[src/rtl/usb_rx_byte_assembler.sv]
// usb_rx_byte_assembler: SYNC detection, bit unstuffing and LSB-first byte assembly for the USB FS receive path
module usb_rx_byte_assembler #(
    parameter logic [7:0] SYNC_BYTE = 8'h80,
    parameter int STUFF_LEN = 6
) (
    input  logic       clk,
    input  logic       n_rst,
    input  logic       d_orig,
    input  logic       shift_enable,
    input  logic       eop,
    output logic [7:0] rx_data,
    output logic       byte_valid,
    output logic       receiving,
    output logic       rx_error,
    output logic       packet_done
);
    localparam int OW = $clog2(STUFF_LEN + 1);
    localparam logic [OW-1:0] STUFF_MAX = OW'(STUFF_LEN);
    typedef enum logic [2:0] {IDLE, SYNC, DATA, ERROR, EOP_WAIT} state_t;
    state_t state;
    logic [7:0] sr, sr_next;
    logic [2:0] bit_cnt;
    logic [OW-1:0] ones, ones_next;
    logic stuff_hit;
    always_comb begin
        sr_next = {d_orig, sr[7:1]};
        stuff_hit = ones == STUFF_MAX;
        ones_next = !d_orig ? '0 : stuff_hit ? ones : ones + OW'(1);
    end
    always_ff @(posedge clk) begin
        if (!n_rst) begin
            state <= IDLE;
            sr <= '0;
            bit_cnt <= '0;
            ones <= '0;
            rx_data <= '0;
            byte_valid <= 1'b0;
            receiving <= 1'b0;
            rx_error <= 1'b0;
            packet_done <= 1'b0;
        end else begin
            byte_valid <= 1'b0;
            packet_done <= 1'b0;
            if (shift_enable) begin
                case (state)
                    IDLE: if (!eop && !d_orig) begin
                        state <= SYNC;
                        sr <= sr_next;
                        bit_cnt <= 3'd1;
                        ones <= '0;
                        rx_error <= 1'b0;
                        receiving <= 1'b1;
                    end
                    SYNC: if (eop) begin
                        rx_error <= 1'b1;
                        state <= EOP_WAIT;
                    end else begin
                        sr <= sr_next;
                        ones <= ones_next;
                        bit_cnt <= bit_cnt + 3'd1;
                        if (bit_cnt == 3'd7) begin
                            state <= (sr_next == SYNC_BYTE) ? DATA : ERROR;
                            rx_error <= sr_next != SYNC_BYTE;
                        end
                    end
                    DATA: if (eop) begin
                        packet_done <= bit_cnt == 3'd0;
                        rx_error <= bit_cnt != 3'd0;
                        state <= EOP_WAIT;
                    end else if (stuff_hit && !d_orig) begin
                        ones <= '0;
                    end else if (stuff_hit) begin
                        rx_error <= 1'b1;
                        state <= ERROR;
                    end else begin
                        sr <= sr_next;
                        ones <= ones_next;
                        bit_cnt <= bit_cnt + 3'd1;
                        if (bit_cnt == 3'd7) begin
                            rx_data <= sr_next;
                            byte_valid <= 1'b1;
                        end
                    end
                    ERROR: if (eop) state <= EOP_WAIT;
                    EOP_WAIT: if (!eop) begin
                        state <= IDLE;
                        receiving <= 1'b0;
                    end
                    default: state <= IDLE;
                endcase
            end
        end
    end
endmodule

[config.mk]
export PLATFORM = sky130hd
export DESIGN_NAME = usb_rx_byte_assembler
export DESIGN_NICKNAME = d
export VERILOG_FILES = /design/src/rtl/usb_rx_byte_assembler.sv
export SDC_FILE = /design/constraint.sdc
export NUM_CORES = 1
export LEC_CHECK = 0
export BUFFER_PORTS_ARGS = -buffer_cell sky130_fd_sc_hd__buf_4
export CORE_ASPECT_RATIO = 0.5
export CORE_MARGIN = 2
export CORE_UTILIZATION = 45
export DETAILED_ROUTE_END_ITERATION = 16
export SLEW_MARGIN = 20
export SYNTH_ARGS = -nofsm -noshare
export SYNTH_HDL_FRONTEND = slang
export SYNTH_SLANG_ARGS = --single-unit
[constraint.sdc]
create_clock -name clk -period 2.45 [get_ports clk]
set_clock_uncertainty 0.15 [all_clocks]
set_input_delay 0 -clock clk [delete_from_list [all_inputs] [get_ports clk]]
set_output_delay 0 -clock clk [all_outputs]
set_load 0.005 [all_outputs]
# [Word level (Yosys, flattened, before mapping)]
# Index checks and enable logic that the tools add are counted.
# W data, S select, Z words.
[totals] ff_bits=29 in_bits=5
[op_classes] n_addsub=2 n_eq_ne=19 mux=40 bitwise=6 reduce_logical=17
[op_table] cell="$mux W3" n=19
[op_table] cell="$mux W8" n=5
[op_table] cell="$pmux W8 S3" n=1
[op_table] cell="$pmux W3 S3" n=2
[op_table] cell="$reduce_and A6 Y1" n=3
[op_table] cell="$pmux W3 S5" n=1
[op_table] cell="$ne A2 B2 Y1 const B" n=7
[op_table] cell="$reduce_and A7 Y1" n=2
[op_table] cell="$ne A3 B3 Y1 const B" n=4
[op_table] cell="$mux W1" n=10
[op_table] cell="$eq A3 B3 Y1 const B" n=3
[op_table] cell="$eq A8 B8 Y1 const B" n=1
[op_table] cell="$ne A8 B8 Y1 const B" n=1
[op_table] cell="$reduce_and A4 Y1" n=2
[op_table] cell="$add A3 B1 Y3 const B" n=2
[op_table] cell="$eq A3 B2 Y1 const B" n=2
[op_table] cell="$logic_not A3 Y1" n=2
[op_table] cell="$not A1 Y1" n=6
[op_table] cell="$reduce_bool A3 Y1" n=2
[op_table] cell="$reduce_or A6 Y1" n=1
[op_table] cell="$eq A3 B1 Y1 const B" n=1
[op_table] cell="$pmux W1 S3" n=1
[op_table] cell="$logic_and A1 B1 Y1" n=2
[op_table] cell="$logic_not A1 Y1" n=2
[op_table] cell="other kinds (2)" n=2

# [Logic depth before layout (Yosys ltp)]
# Gate-level depths: netlist (run 1).
[logic_depth] ltp_word=7 depth_mapped=7 depth_no_buf=6

# [Worst setup path after synthesis (run 1)]
# No wires, ideal clock.
[synth_path] path_kind="reg-to-reg" start="register bit_cnt[0]" end="register rx_error" arrival_time_ps=1555 setup_slack_ps=624 path_stages_with_launch=6 synth_period_minus_slack_ps=1826 cell_sequence="dfxtp_1 > ha_1 > ha_1 > or4_1 > a41o_1 > o311a_1"
[synth_between] elab_chain_len=3 elab_cells_between_ends=6 classes_between="2 x eq/ne; 2 x mux; 2 x reduce/logical"
[synth_rtl] item="start: declaration" line="22" source="logic [2:0] bit_cnt;"
[synth_rtl] item="start signal: assignment" line="60" source="bit_cnt <= bit_cnt + 3'd1;"
[synth_rtl] item="start signal: assignment" line="78" source="bit_cnt <= bit_cnt + 3'd1;"
[synth_rtl] item="$eq A3 B3 Y1 or $reduce_bool A3 Y1 (tied branches)" line="61, 68"
[synth_rtl] item="$ne A3 B3 Y1 (no source line) or $mux W1 (tied branches)"
[synth_rtl] item="$reduce_and A6 Y1 (no source line) or $pmux W1 S3 (tied branches)"
[synth_rtl] item="end signal: assignment" line="63" source="rx_error <= sr_next != SYNC_BYTE;"
[synth_rtl] item="end signal: assignment" line="68" source="rx_error <= bit_cnt != 3'd0;"
[synth_rtl] item="end signal: assignment" line="73" source="rx_error <= 1'b1;"
[synth_rtl] item="end: declaration" line="14" source="output logic rx_error,"
# Several ways; a longest one is shown, not always the timed one.
# A chain may end at the register's enable or synchronous reset.

# [Final worst setup path (run 1)]
[layout_path] start="register state[0]" end="register rx_data[5]"
[layout_between] elab_chain_len=2
[layout_rtl] item="start: declaration" line="20" source="state_t state;"
[layout_rtl] item="start signal: assignment" line="62" source="state <= (sr_next == SYNC_BYTE) ? DATA : ERROR;"
[layout_rtl] item="$eq A3 B2 Y1" line="45" source="case (state)"
[layout_rtl] item="$reduce_and A6 Y1 (no source line)"
[layout_rtl] item="end signal: assignment" line="80" source="rx_data <= sr_next;"
[layout_rtl] item="end: declaration" line="11" source="output logic [7:0] rx_data,"
# Every way passes these cells.

==> results of run 1 <==
[metrics by stage]
| stage | hold slack, ps | std cells | util | instance area [µm²] |
|---|---|---|---|---|
| after detailed placement | 119.4 | 217 | 0.5171 | 1549 |
| after global placement | 115.5 | 217 | 0.5171 | 1549 |
| after CTS | 342.2 | 226 | 0.5576 | 1670 |
| after floorplan | -30.60 | 168 | - | 1406 |
| after global routing | 373.6 | 226 | 0.5576 | 1670 |
| final | 337.1 | 226 | 0.5576 | 1670 |
[worst min-delay path by stage]
| stage | end | from |
|---|---|---|
| global route | sr[1] | sr[1] |
| detailed placement | byte_valid | n_rst |
| global placement | byte_valid | n_rst |
| floorplan | packet_done | shift_enable |
| finish | sr[1] | sr[1] |
| CTS | sr[1] | sr[1] |
[per-layer routing]
layer / track usage / share of wire
met1: 0.2544 / 0.52
met2: 0.2710 / 0.42
met3: 0.05143 / 0.053
met4: 0.07541 / 0.010
met5: 0 / 0
[flip-flops by register name (all words and copies together) (netlist names)]
name	count
byte_valid	1
rx_data	8
receiving	1
bit_cnt	3
ones	3
rx_error	1
state	3
sr	7
packet_done	1
[cells in the mapped netlist, drive strengths merged, types with 3 or more instances]
| library cell | n |
|---|---|
| a311oi | 3 |
| nor4 | 3 |
| nand4 | 3 |
| a211oi | 3 |
| dfxtp | 28 |
| a21oi | 18 |
| clkbuf | 4 |
| mux2i | 8 |
| ha | 5 |
| nor2 | 14 |
| nand2 | 23 |
| buf | 6 |
| nor3 | 4 |
| nand3 | 6 |
| o21ai | 3 |
| inv | 8 |
[tightest hold or removal path: cells and delay by family, from the launching register on]
kind	cells	cell delay, ps
compound gates	1	50
simple gates	1	60
flops	1	340
[layout make-up]
type | count | area (µm²) | share of cell area
Multi-Input combinational cell | 122 | 765.7 | 0.4584
Sequential cell | 28 | 560.5 | 0.3356
Timing Repair Buffer | 24 | 192.7 | 0.1154
Tap cell | 40 | 50.05 | 0.02996
Clock buffer | 3 | 41.29 | 0.02472
Clock inverter | 1 | 30.03 | 0.01798
Inverter | 8 | 30.03 | 0.01798
[power by group through the flow]
stage | clock (mW) | combinational [mW] | sequential [mW]
floorplan | 0 | 0.0744 | 0.479
global placement | 0 | 0.0949 | 0.484
detailed placement | 0 | 0.0961 | 0.484
CTS | 0.388 | 0.102 | 0.473
global route | 0.403 | 0.112 | 0.475
finish | 0.374 | 0.102 | 0.473
[cell families (layout without fill, tap and decap cells)]
logic type / after synthesis / count (layout) / share of synthesized area
AND/OR/NAND/NOR: 70 / 70 / 0.2536
buffers and inverters: 18 / 36 / 0.05693
multiplexers: 8 / 8 / 0.05694
adder cells (fa/ha/maj): 5 / 5 / 0.04448
flip-flops: 28 / 28 / 0.3986
XOR/XNOR: 1 / 1 / 0.006229
AO/OA/AOI/OAI: 38 / 38 / 0.1833
[repair_timing]
item | CTS | global route
gates resized for setup | 0 | 0
endpoints found under the hold margin | 11 | 0
hold buffers | 5 | 0
endpoints found under the setup margin | 0 | 0
==> insert_results.sql, run 1 <==
INSERT INTO impl_metrics (metric_group, metric, value, unit) VALUES
('synth', 'synthFlopType', 'sky130_fd_sc_hd__dfxtp_1', ''),
('timing', 'slew-limit-headroom', '0.4735', ''),
('clocking', 'postCtsSetupBuffers', '0', ''),
('clocking', 'cts_tree', 'done', ''),
('synth', 'yosysTopAreaCellShare', '0.3986', ''),
('setup_path', 'endpoint_of_the_most_critical_setup_path', 'rx_data[5]', ''),
('power_and_ir_drop', 'p_sw_frac', '0.2375', ''),
('drt', 'vias', '1242', ''),
('setup_path', 'timing.critical_path.required', '2450', 'ps'),
('hold_path', 'worst_hold_path_type', 'flip-flop to flip-flop', ''),
('drt', 'vias_per_cell', '5.496', ''),
('cells_and_area', 'layout.filler_cells', '290', ''),
('global_route', 'grt_remaining_overflow', '0', ''),
('setup_path', 'critical_path.n_buffers_inverters', '1', ''),
('drt', 'drc_errors', '0', ''),
('cells_and_area', 'areaGrowthSynthToFinish', '18.77', '%'),
('placement', 'global_placer_s_final_weighted_congestion', '0.8570', ''),
('global_route', 'number_of_global_route_vias_before_repair', '1088', ''),
('synth', 'number_of_enable_flip_flop_cells_after_synthesis', '0', ''),
('setup_path', 'critPathLaunch', 'state[0]', ''),
('placement', 'buffer_ports.inserted', '16', ''),
('setup_path', 'critical_path.reg2reg.endpoint', 'rx_data[5]', ''),
('setup_path', 'critical_path.startpoint_type', 'flip-flop', ''),
('power_and_ir_drop', 'p_seq_frac', '0.498', ''),
('timing', 'timing.final.crit_share', '0.8333', ''),
('synth', 'synth_register_bits', '28', ''),
('timing', 'highest_achievable_clock_rate', '489.8', 'MHz'),
('die', 'die_width', '83.06', 'µm'),
('hold_path', 'hold_path_depth', '2', ''),
('power_and_ir_drop', 'combPwrFrac', '0.107', ''),
('global_route', 'grt_first_pass_wirelength', '5.126', 'mm'),
('power_and_ir_drop', 'switchingPower', '0.2254', 'mW'),
('power_and_ir_drop', 'power.ir.vdd_worst', '0.3874', 'mV'),
('setup_path', 'cp_cell_sequence', 'or3b_1 > and4bb_1 > buf_4 > mux2i_1 > nor2_1', ''),
('synth', 'post_synth_top_area_cell', 'sky130_fd_sc_hd__dfxtp_1', ''),
('die', 'pin_count', '17', ''),
('drt', 'dr.pass1.iters', '4', ''),
('setup_path', 'cp_slowest_cell', 'sky130_fd_sc_hd__or3b_1', ''),
('synth', 'synth_nets', '178', ''),
('power_and_ir_drop', 'total_power', '0.9490', 'mW'),
('setup_path', 'cp_max_fo', '13', ''),
('timing', 'maxSlewViolCount', '0', ''),
('synth', 'syn_area_per_cell', '8.371', 'µm²'),
('setup_path', 'r2r_cells', '5', ''),
('timing', 'period_needed', '2042', 'ps'),
('die', 'num_rows', '14', ''),
('clocking', 'clock_insertion_delay_at_the_later_pin_of_the_skew_report', '280', 'ps'),
('clocking', 'worst_setup_hold_path_clk_slew', '100', 'ps'),
('synth', 'synth_area', '0.001406', 'mm²'),
('die', 'placeableCoreArea', '0.002995', 'mm²'),
('run_status', 'status', 'complete, no violations', ''),
('synth', 'async_reset_ff_frac', '0', ''),
('cells_and_area', 'most-common-layout-cells', 'sky130_fd_sc_hd__dfxtp_1 (28), sky130_fd_sc_hd__nand2_1 (23), sky130_fd_sc_hd__buf_4 (19)', ''),
('cells_and_area', 'final_common_cell', 'sky130_fd_sc_hd__dfxtp_1', ''),
('clocking', 'cts-htree-levels', '1', ''),
('setup_path', 'cp.depth', '5', ''),
('synth', 'ys_seq_area_frac', '0.3986', ''),
('timing', 'rsz0062_at_grt', 'false', ''),
('setup_path', 'worst-setup-path-type', 'flip-flop to flip-flop', ''),
('global_route', 'antenna_found_initial', '0', ''),
('drt', 'detail-route-antenna-nets', '0', ''),
('clocking', 'clk_path_buf_depth', '2', ''),
('flow_run', 'drv_cap', '0', ''),
('synth', 'ys.warnings.count', '0', ''),
('setup_path', 'r2r_start', 'state[0]', ''),
('drt', 'wl_per_cell', '13.74', 'µm'),
('power_and_ir_drop', 'pwr_density_cell', '568.2', 'mW/mm²'),
('timing', 'timing_hold_violations_final', '0', ''),
('placement', 'dp_hpwl', '2.133', 'mm'),
('setup_path', 'type_of_destination_of_the_critical_path', 'flip-flop', ''),
('placement', 'post-place-ws', '425.8', 'ps');
Note: power is estimated with default switching activity, not from simulation.
==> run 2, diff against run 1 <==
--- a/config.mk
+++ b/config.mk
@@ -5,11 +5,13 @@
 export SDC_FILE = /design/constraint.sdc
 export NUM_CORES = 1
 export LEC_CHECK = 0
+export ABC_AREA = 1
 export BUFFER_PORTS_ARGS = -buffer_cell sky130_fd_sc_hd__buf_4
 export CORE_ASPECT_RATIO = 0.5
 export CORE_MARGIN = 2
 export CORE_UTILIZATION = 45
 export DETAILED_ROUTE_END_ITERATION = 16
+export PLACE_DENSITY = 0.67
 export SLEW_MARGIN = 20
 export SYNTH_ARGS = -nofsm -noshare
 export SYNTH_HDL_FRONTEND = slang
==> constraint.sdc (replaced) <==
create_clock -name clk -period 1.8 [get_ports clk]
set_clock_uncertainty 0.15 [all_clocks]
set_input_delay 0 -clock clk [delete_from_list [all_inputs] [get_ports clk]]
set_output_delay 0 -clock clk [all_outputs]
set_load 0.005 [all_outputs]
==> run 2 against run 1 <==
  * Critical path depth rose by 6
  * Sequential share of layout area down 2.0 points
  * Clock power is 37% higher
  * First-iteration DRC count grew 70%
  * Global-route usage is 0.14 points higher
  * Synthesized cell count is 32% higher
  * Critical path type unchanged
  * Largest cell class unchanged
  * Largest power group is now combinational logic
==> insert_results.sql, run 2 <==
INSERT INTO impl_metrics (metric_group, metric, value, unit) VALUES
('cells_and_area', 'final_common_cell', 'sky130_fd_sc_hd__nand2_1', ''),
('synth', 'synth_register_bits', '28', ''),
('drt', 'dr.pass1.iters', '4', ''),
('synth', 'post_synth_top_area_cell', 'sky130_fd_sc_hd__dfxtp_1', ''),
('setup_path', 'type_of_destination_of_the_critical_path', 'flip-flop', ''),
('synth', 'synthesis.instances', '221', ''),
('timing', 'rsz0062_at_grt', 'true', ''),
('setup_path', 'worst-setup-path-type', 'flip-flop to flip-flop', ''),
('synth', 'yosys.cell_count.top_type', 'sky130_fd_sc_hd__nand2_1', ''),
('clocking', 'cts-htree-levels', '1', ''),
('power_and_ir_drop', 'total_power', '2.310', 'mW'),
('timing', 'finalHoldWorstSlack', '319.9', 'ps'),
('drt', 'postRouteWirelength', '3.198', 'mm'),
('placement', 'global_placer_s_final_weighted_congestion', '0.8353', ''),
('placement', 'dp_hpwl', '2.142', 'mm'),
('die', 'num_rows', '14', ''),
('drt', 'drt_first_iter_violations', '90', ''),
('clocking', 'worst_setup_hold_path_clk_slew', '100', 'ps'),
('timing', 'highest_achievable_clock_rate', '592.1', 'MHz'),
('drt', 'detail-route-antenna-nets', '0', ''),
('synth', 'ys_seq_area_frac', '0.3784', ''),
('timing', 'period_needed', '1689', 'ps'),
('synth', 'async_reset_ff_frac', '0', ''),
('synth', 'number_of_enable_flip_flop_cells_after_synthesis', '0', ''),
('die', 'die_area', '0.003795', 'mm²'),
('drt', 'wl_per_cell', '11.34', 'µm'),
('synth', 'syn_area_per_cell', '6.703', 'µm²'),
('global_route', 'grt_max_degree', '28', ''),
('setup_path', 'r2r_slack', '110', 'ps'),
('hold_path', 'worst_hold_path_type', 'flip-flop to flip-flop', ''),
('global_route', 'grt_util_overall', '0.1839', ''),
('setup_path', 'cp_max_fo', '3', ''),
('synth', 'synth_area', '0.001481', 'mm²'),
('setup_path', 'cp.arrival', '1720', 'ps'),
('clocking', 'cts_buffers', '3', ''),
('cells_and_area', 'post_layout_nonfiller_instances', '282', ''),
('timing', 'slew-limit-headroom', '0.8048', ''),
('placement', 'placed_area', '0.001625', 'mm²'),
('global_route', 'grt_first_pass_wirelength', '5.464', 'mm'),
('drt', 'drc_errors', '0', ''),
('cells_and_area', 'biggestRegsByFlops', 'rx_data: 8 flops, sr: 7 flops', ''),
('synth', 'yosys.cell_types.count', '25', ''),
('power_and_ir_drop', 'pwr_density_cell', '1298', 'mW/mm²'),
('timing', 'setup_viol', '0', ''),
('timing', 'tightestPinTransition', '292.4', 'ps'),
('cells_and_area', 'layout.cell_area.non_filler', '0.001779', 'mm²'),
('cells_and_area', 'registers.top_by_ff_count', 'rx_data', ''),
('cells_and_area', 'most-common-layout-cells', 'sky130_fd_sc_hd__nand2_1 (54), sky130_fd_sc_hd__nor2_1 (43), sky130_fd_sc_hd__dfxtp_1 (27)', ''),
('run_status', 'status', 'complete, no violations', ''),
('clocking', 'clock_insertion_delay_at_the_later_pin_of_the_skew_report', '280', 'ps'),
('clocking', 'clk_path_buf_depth', '2', ''),
('cells_and_area', 'num_antenna_cells', '0', ''),
('die', 'dieHeight', '44.57', 'µm'),
('global_route', 'grt_remaining_overflow', '0', ''),
('die', 'die_width', '85.14', 'µm'),
('cells_and_area', 'final_nets', '253', ''),
('power_and_ir_drop', 'leakage', '0.8318', 'nW'),
('synth', 'synth_nets', '231', ''),
('die', 'floorplan.initialDensity', '0.4833', ''),
('clocking', 'cts-root-buf', 'sky130_fd_sc_hd__clkbuf_8', ''),
('timing', 'maxSlewViolCount', '0', ''),
('synth', 'ys.warnings.count', '0', ''),
('cells_and_area', 'areaGrowthSynthToFinish', '20.10', '%'),
('synth', 'yosysTopAreaCellShare', '0.3784', ''),
('clocking', 'cts_tree', 'done', ''),
('synth', 'synthFlopType', 'sky130_fd_sc_hd__dfxtp_1', ''),
('cells_and_area', 'post_route_cells_drive_above_1_share', '0.1860', ''),
('clocking', 'numClockSinks', '28', ''),
('die', 'placeableCoreArea', '0.003065', 'mm²'),
('setup_path', 'timing.critical_path.required', '1830', 'ps'),
('die', 'pin_count', '17', ''),
('synth', 'leading_post_synthesis_cells_by_instance_count', 'sky130_fd_sc_hd__nand2_1 (55), sky130_fd_sc_hd__nor2_1 (45), sky130_fd_sc_hd__dfxtp_1 (28), sky130_fd_sc_hd__inv_1 (21), sky130_fd_sc_hd__a21oi_1 (15)', ''),
('drt', 'vias_per_cell', '4.986', ''),
('placement', 'buffer_ports.inserted', '16', ''),
('cells_and_area', 'largest_register_ffs', '8', ''),
('global_route', 'number_of_global_route_vias_before_repair', '1246', ''),
('drt', 'vias', '1406', ''),
('placement', 'dp_cells', '272', ''),
('flow_run', 'drv_cap', '0', ''),
('timing', 'timing.final.crit_share', '0.9382', ''),
('setup_path', 'critical_path.startpoint_type', 'flip-flop', ''),
('global_route', 'antenna_found_initial', '0', ''),
('timing', 'timing_hold_violations_final', '0', ''),
('power_and_ir_drop', 'power.ir.vdd_worst', '0.6138', 'mV'),
('cells_and_area', 'layout.filler_cells', '294', ''),
('synth', 'ys_top_cells_by_area', 'sky130_fd_sc_hd__dfxtp_1 (38%), sky130_fd_sc_hd__nand2_1 (14%), sky130_fd_sc_hd__nor2_1 (11%)', '');
==> run 2: changes by cell type in the layout (fill, tap and decap cells not counted), sizes merged, moves of 7 or more <==
cell   delta
nand3     +7
nor2     +38
o21ai     +7
mux2i     -8
inv      +15
nand2    +37
==> run 2: final timing paths <==
| kind | start | cells past startpoint | to |
|---|---|---|---|
| max | ones[0] | 11 | state[1] |
| min | receiving | 2 | receiving |
| max reg2reg | ones[0] | 11 | state[1] |
| min reg2reg | receiving | 2 | receiving |
==> run 2: metal layers <==
metal,part of all wire,vias to the layer above,track usage
li1,-,729,-
met2,0.45,22,0.3094
met1,0.50,653,0.2400
met3,0.038,2,0.04664
met5,0,-,0
met4,0.0066,0,0.05079
==> run 2: critical path: stages (launching register included) <==
cell and delay [ps]:
sky130_fd_sc_hd__dfxtp_1 370, sky130_fd_sc_hd__inv_1 70, sky130_fd_sc_hd__ha_1 230, sky130_fd_sc_hd__nand2_1 130, sky130_fd_sc_hd__inv_1 70, sky130_fd_sc_hd__nand3_1 70
sky130_fd_sc_hd__nor2_1 50, sky130_fd_sc_hd__nor2_2 150, sky130_fd_sc_hd__buf_4 140, sky130_fd_sc_hd__nand3_1 50, sky130_fd_sc_hd__nand2_1 60, sky130_fd_sc_hd__nor2_1 40
==> run 2: cell type report <==
type | count | area (µm²) | area share
tap | 40 | 50.05 | 0.02813
clock buffer | 3 | 41.29 | 0.02321
clock inverter | 1 | 30.03 | 0.01688
sequential | 28 | 561.8 | 0.3158
multi-input combinational | 163 | 792.0 | 0.4451
timing repair buffer | 24 | 217.7 | 0.1224
inverter | 23 | 86.33 | 0.04852
==> run 2: power by group <==
group          total, mW  internal [mW]  switching (mW)
clock network      0.514          0.298           0.216
logic              0.921          0.363           0.559
registers          0.875          0.749           0.126
==> run 2: timing repair <==
action | in CTS | in global routing
resized for setup | 0 | 5
hold buffers | 5 | 0
setup endpoints to repair | 0 | 23
hold endpoints to repair | 28 | 0
buffers inserted | 0 | 1
==> run 2: metrics by stage <==
stage                 util  setup TNS (ps)  setup WS (ps)
floorplan                -               0          245.4
global placement    0.5302               0          103.6
detailed placement  0.5302               0          58.54
CTS                 0.5698               0          45.70
global route        0.5804          -75.46         -25.23
finish              0.5804               0          111.2
==> run 2: logic make-up after synthesis <==
group | count (synthesis) | synth area share
simple gates | 132 | 0.3953
compound gates | 26 | 0.08952
flops | 28 | 0.3784
fa+ha+maj | 5 | 0.04223
buf+inv | 30 | 0.09459
==> run 3, diff against run 2 <==
--- a/config.mk
+++ b/config.mk
@@ -5,12 +5,12 @@
 export SDC_FILE = /design/constraint.sdc
 export NUM_CORES = 1
 export LEC_CHECK = 0
-export ABC_AREA = 1
 export BUFFER_PORTS_ARGS = -buffer_cell sky130_fd_sc_hd__buf_4
 export CORE_ASPECT_RATIO = 0.5
 export CORE_MARGIN = 2
 export CORE_UTILIZATION = 45
 export DETAILED_ROUTE_END_ITERATION = 16
+export GPL_TIMING_DRIVEN = 0
 export PLACE_DENSITY = 0.67
 export SLEW_MARGIN = 20
 export SYNTH_ARGS = -nofsm -noshare
==> run 3 against run 2 <==
  * The run now ends with negative setup slack left
  * Wire length up 21%
  * Via count down 1.6%
  * Clock power about the same
  * Global-route usage up 1.2 points
  * Sequential share of layout area down 1.9 points
  * Clock-buffer cell count unchanged
  * Fmax down 9.5%
  * Sequential power down 27%
  * Critical path depth down 5
  * Combinational power down 80%
  * Largest cell class unchanged
==> insert_results.sql, run 3 (synthesis results as in run 1) <==
INSERT INTO impl_metrics (metric_group, metric, value, unit) VALUES
('die', 'dieHeight', '43.53', 'µm'),
('placement', 'dp_cells', '223', ''),
('timing', 'rsz0062_at_grt', 'true', ''),
('global_route', 'grt_util_overall', '0.1960', ''),
('global_route', 'antenna_found_initial', '0', ''),
('hold_path', 'min_delay_worst_endpoint', 'bit_cnt[2]', ''),
('cells_and_area', 'post_route_cells_drive_above_1_share', '0.3134', ''),
('cells_and_area', 'largest_register_ffs', '8', ''),
('hold_path', 'hold_path_depth', '5', ''),
('cells_and_area', 'multi_input_comb_area', '909.6', 'µm²'),
('cells_and_area', 'post_layout_nonfiller_instances', '241', ''),
('clocking', 'clock_insertion_delay_at_the_later_pin_of_the_skew_report', '280', 'ps'),
('timing', 'tightestPinTransition', '621.6', 'ps'),
('cells_and_area', 'layout.filler_cells', '235', ''),
('clocking', 'cts-htree-levels', '1', ''),
('run_status', 'violations_in_the_final_reports', 'negative setup slack', ''),
('power_and_ir_drop', 'leakage', '0.7200', 'nW'),
('setup_path', 'r2r_start', 'state[0]', ''),
('power_and_ir_drop', 'power.ir.vdd_worst', '0.5388', 'mV'),
('drt', 'postRouteWirelength', '3.862', 'mm'),
('drt', 'drc_errors', '0', ''),
('global_route', 'number_of_global_route_vias_before_repair', '1234', ''),
('setup_path', 'cp_max_fo', '5', ''),
('drt', 'dr.pass1.iters', '4', ''),
('setup_path', 'critical_path.n_buffers_inverters', '2', ''),
('cells_and_area', 'layout.cell_area.non_filler', '0.001929', 'mm²'),
('cells_and_area', 'finish.utilization', '0.6441', ''),
('timing', 'timing.final.crit_share', '1.036', ''),
('cells_and_area', 'area_taken_by_flip_flops_and_latches', '571.8', 'µm²'),
('die', 'placeableCoreArea', '0.002995', 'mm²'),
('setup_path', 'cp_cell_sequence', 'or3b_4 > and4bb_1 > buf_6 > buf_12 > mux2i_4 > nor2_1', ''),
('placement', 'dp_hpwl', '2.248', 'mm'),
('die', 'pin_count', '17', ''),
('placement', 'global_placer_s_final_weighted_congestion', '0.8845', ''),
('setup_path', 'worst-setup-path-type', 'flip-flop to flip-flop', ''),
('timing', 'setup_viol', '9', ''),
('timing', 'setup_slack', '-65.44', 'ps'),
('clocking', 'clk_path_buf_depth', '2', ''),
('setup_path', 'critical_path.startpoint_type', 'flip-flop', ''),
('setup_path', 'r2r_slack', '-70', 'ps'),
('cells_and_area', 'biggestRegsByFlops', 'rx_data: 8 flops, sr: 7 flops', ''),
('cells_and_area', 'registers.top_by_ff_count', 'rx_data', ''),
('cells_and_area', 'final_nets', '212', ''),
('cells_and_area', 'final_common_cell', 'sky130_fd_sc_hd__buf_4', ''),
('global_route', 'grt_max_degree', '17', ''),
('drt', 'vias_per_cell', '5.743', ''),
('cells_and_area', 'areaGrowthSynthToFinish', '37.19', '%'),
('cells_and_area', 'most-common-layout-cells', 'sky130_fd_sc_hd__buf_4 (26), sky130_fd_sc_hd__nand2_1 (22), sky130_fd_sc_hd__dfxtp_1 (21)', ''),
('clocking', 'cts_buffers', '3', ''),
('run_status', 'status', 'finished with violations', ''),
('power_and_ir_drop', 'pwr_density_cell', '693.4', 'mW/mm²'),
('setup_path', 'critical_path.reg2reg.endpoint', 'rx_data[6]', ''),
('timing', 'finalHoldWorstSlack', '126.9', 'ps'),
('hold_path', 'worst_hold_path_type', 'input port to flip-flop', ''),
('timing', 'timing_hold_violations_final', '0', ''),
('placement', 'buffer_ports.inserted', '15', ''),
('drt', 'drt_first_iter_violations', '183', ''),
('global_route', 'grt_remaining_overflow', '0', ''),
('timing', 'slew-limit-headroom', '0.5856', ''),
('setup_path', 'cp_slowest_stage_delay', '430', 'ps'),
('die', 'floorplan.initialDensity', '0.4695', ''),
('drt', 'detail-route-antenna-nets', '0', ''),
('timing', 'highest_achievable_clock_rate', '536.1', 'MHz'),
('die', 'die_width', '83.06', 'µm'),
('clocking', 'cts-root-buf', 'sky130_fd_sc_hd__clkbuf_8', ''),
('cells_and_area', 'num_antenna_cells', '0', ''),
('die', 'num_rows', '14', ''),
('timing', 'maxSlewViolCount', '0', ''),
('setup_path', 'cp.arrival', '1880', 'ps'),
('setup_path', 'timing.critical_path.max_delay_family', 'simple AND/OR/NAND/NOR gates', ''),
('power_and_ir_drop', 'total_power', '1.338', 'mW'),
('global_route', 'grt_first_pass_wirelength', '5.678', 'mm'),
('setup_path', 'timing.critical_path.required', '1810', 'ps'),
('placement', 'placed_area', '0.001573', 'mm²'),
('setup_path', 'cp_slowest_cell', 'sky130_fd_sc_hd__or3b_4', ''),
('clocking', 'numClockSinks', '28', ''),
('setup_path', 'r2r_cells', '6', ''),
('die', 'die_area', '0.003616', 'mm²'),
('flow_run', 'drv_cap', '0', ''),
('hold_path', 'worst_hold_startpoint', 'eop', ''),
('clocking', 'cts_tree', 'done', ''),
('setup_path', 'type_of_destination_of_the_critical_path', 'flip-flop', ''),
('drt', 'wl_per_cell', '16.02', 'µm'),
('clocking', 'worst_setup_hold_path_clk_slew', '100', 'ps'),
('timing', 'period_needed', '1865', 'ps'),
('drt', 'vias', '1384', '');
run 3: cell count changes in the layout (fill, tap and decap cells not counted), sizes merged, moves of 3 or more:
cell and change:
nand2 -37, nand3 -7, buf +12, o21ai -7
nor3 +3, nor4 +3, clkbuf +4, mux2i +8
a211oi +3, a21oi +3, nor2 -38, inv -15
a311oi +3
run 3: report_power, final:
group,switching (mW),internal [mW],leakage (nW)
logic,0.112,0.0759,0.454
clock network,0.212,0.298,0.0357
registers,0.00955,0.630,0.230
run 3: per-stage QoR:
stage,setup TNS (ps),setup slack [ps]
floorplan,0,20.29
global placement,-1500,-141.6
detailed placement,-1874,-164.9
CTS,-76.85,-19.81
global route,-1222,-131.8
finish,-338.5,-65.44
run 3: how the worst max path moves through the flow:
| stage | from | to | slack (ps) | depth (start not counted) |
|---|---|---|---|---|
| global placement | state[2] | rx_data[6] | -140 | 6 |
| detailed placement | state[2] | rx_data[5] | -160 | 6 |
| finish | state[0] | rx_data[6] | -70 | 6 |
| floorplan | bit_cnt[0] | rx_error | 20 | 5 |
| global route | state[0] | rx_data[7] | -130 | 6 |
| CTS | state[2] | rx_data[5] | -20 | 5 |
run 3: what timing repair did:
action                                  CTS  global route
hold buffers                              3             0
resized for setup                        14            26
gates cloned                              0             1
endpoints found under the setup margin   21            23
pin swaps                                 3             7
endpoints found under the hold margin    10             0
setup buffers                             2             9
run 3: area by class of cell:
cell class,instances,share of cell area
plain buffers,9,0.02853
clock buffers,3,0.02140
clock inverters,1,0.01556
inverters,8,0.01556
multi-input cells,123,0.4715
flip-flops and latches,28,0.2964
well taps,40,0.02594
repair buffers,29,0.1252
run 3: metal layers:
| layer | wire, µm | GRT usage |
|---|---|---|
| met1 | 1853 | 0.2686 |
| met2 | 1728 | 0.3177 |
| met3 | 236 | 0.04952 |
| met4 | 44 | 0.04918 |
| met5 | 0 | 0 |
run 3: worst min-delay path, delay by kind of cell:
family / cells / cell delay, ps
compound gates: 2 / 250
simple gates: 2 / 140
buf+inv: 1 / 130
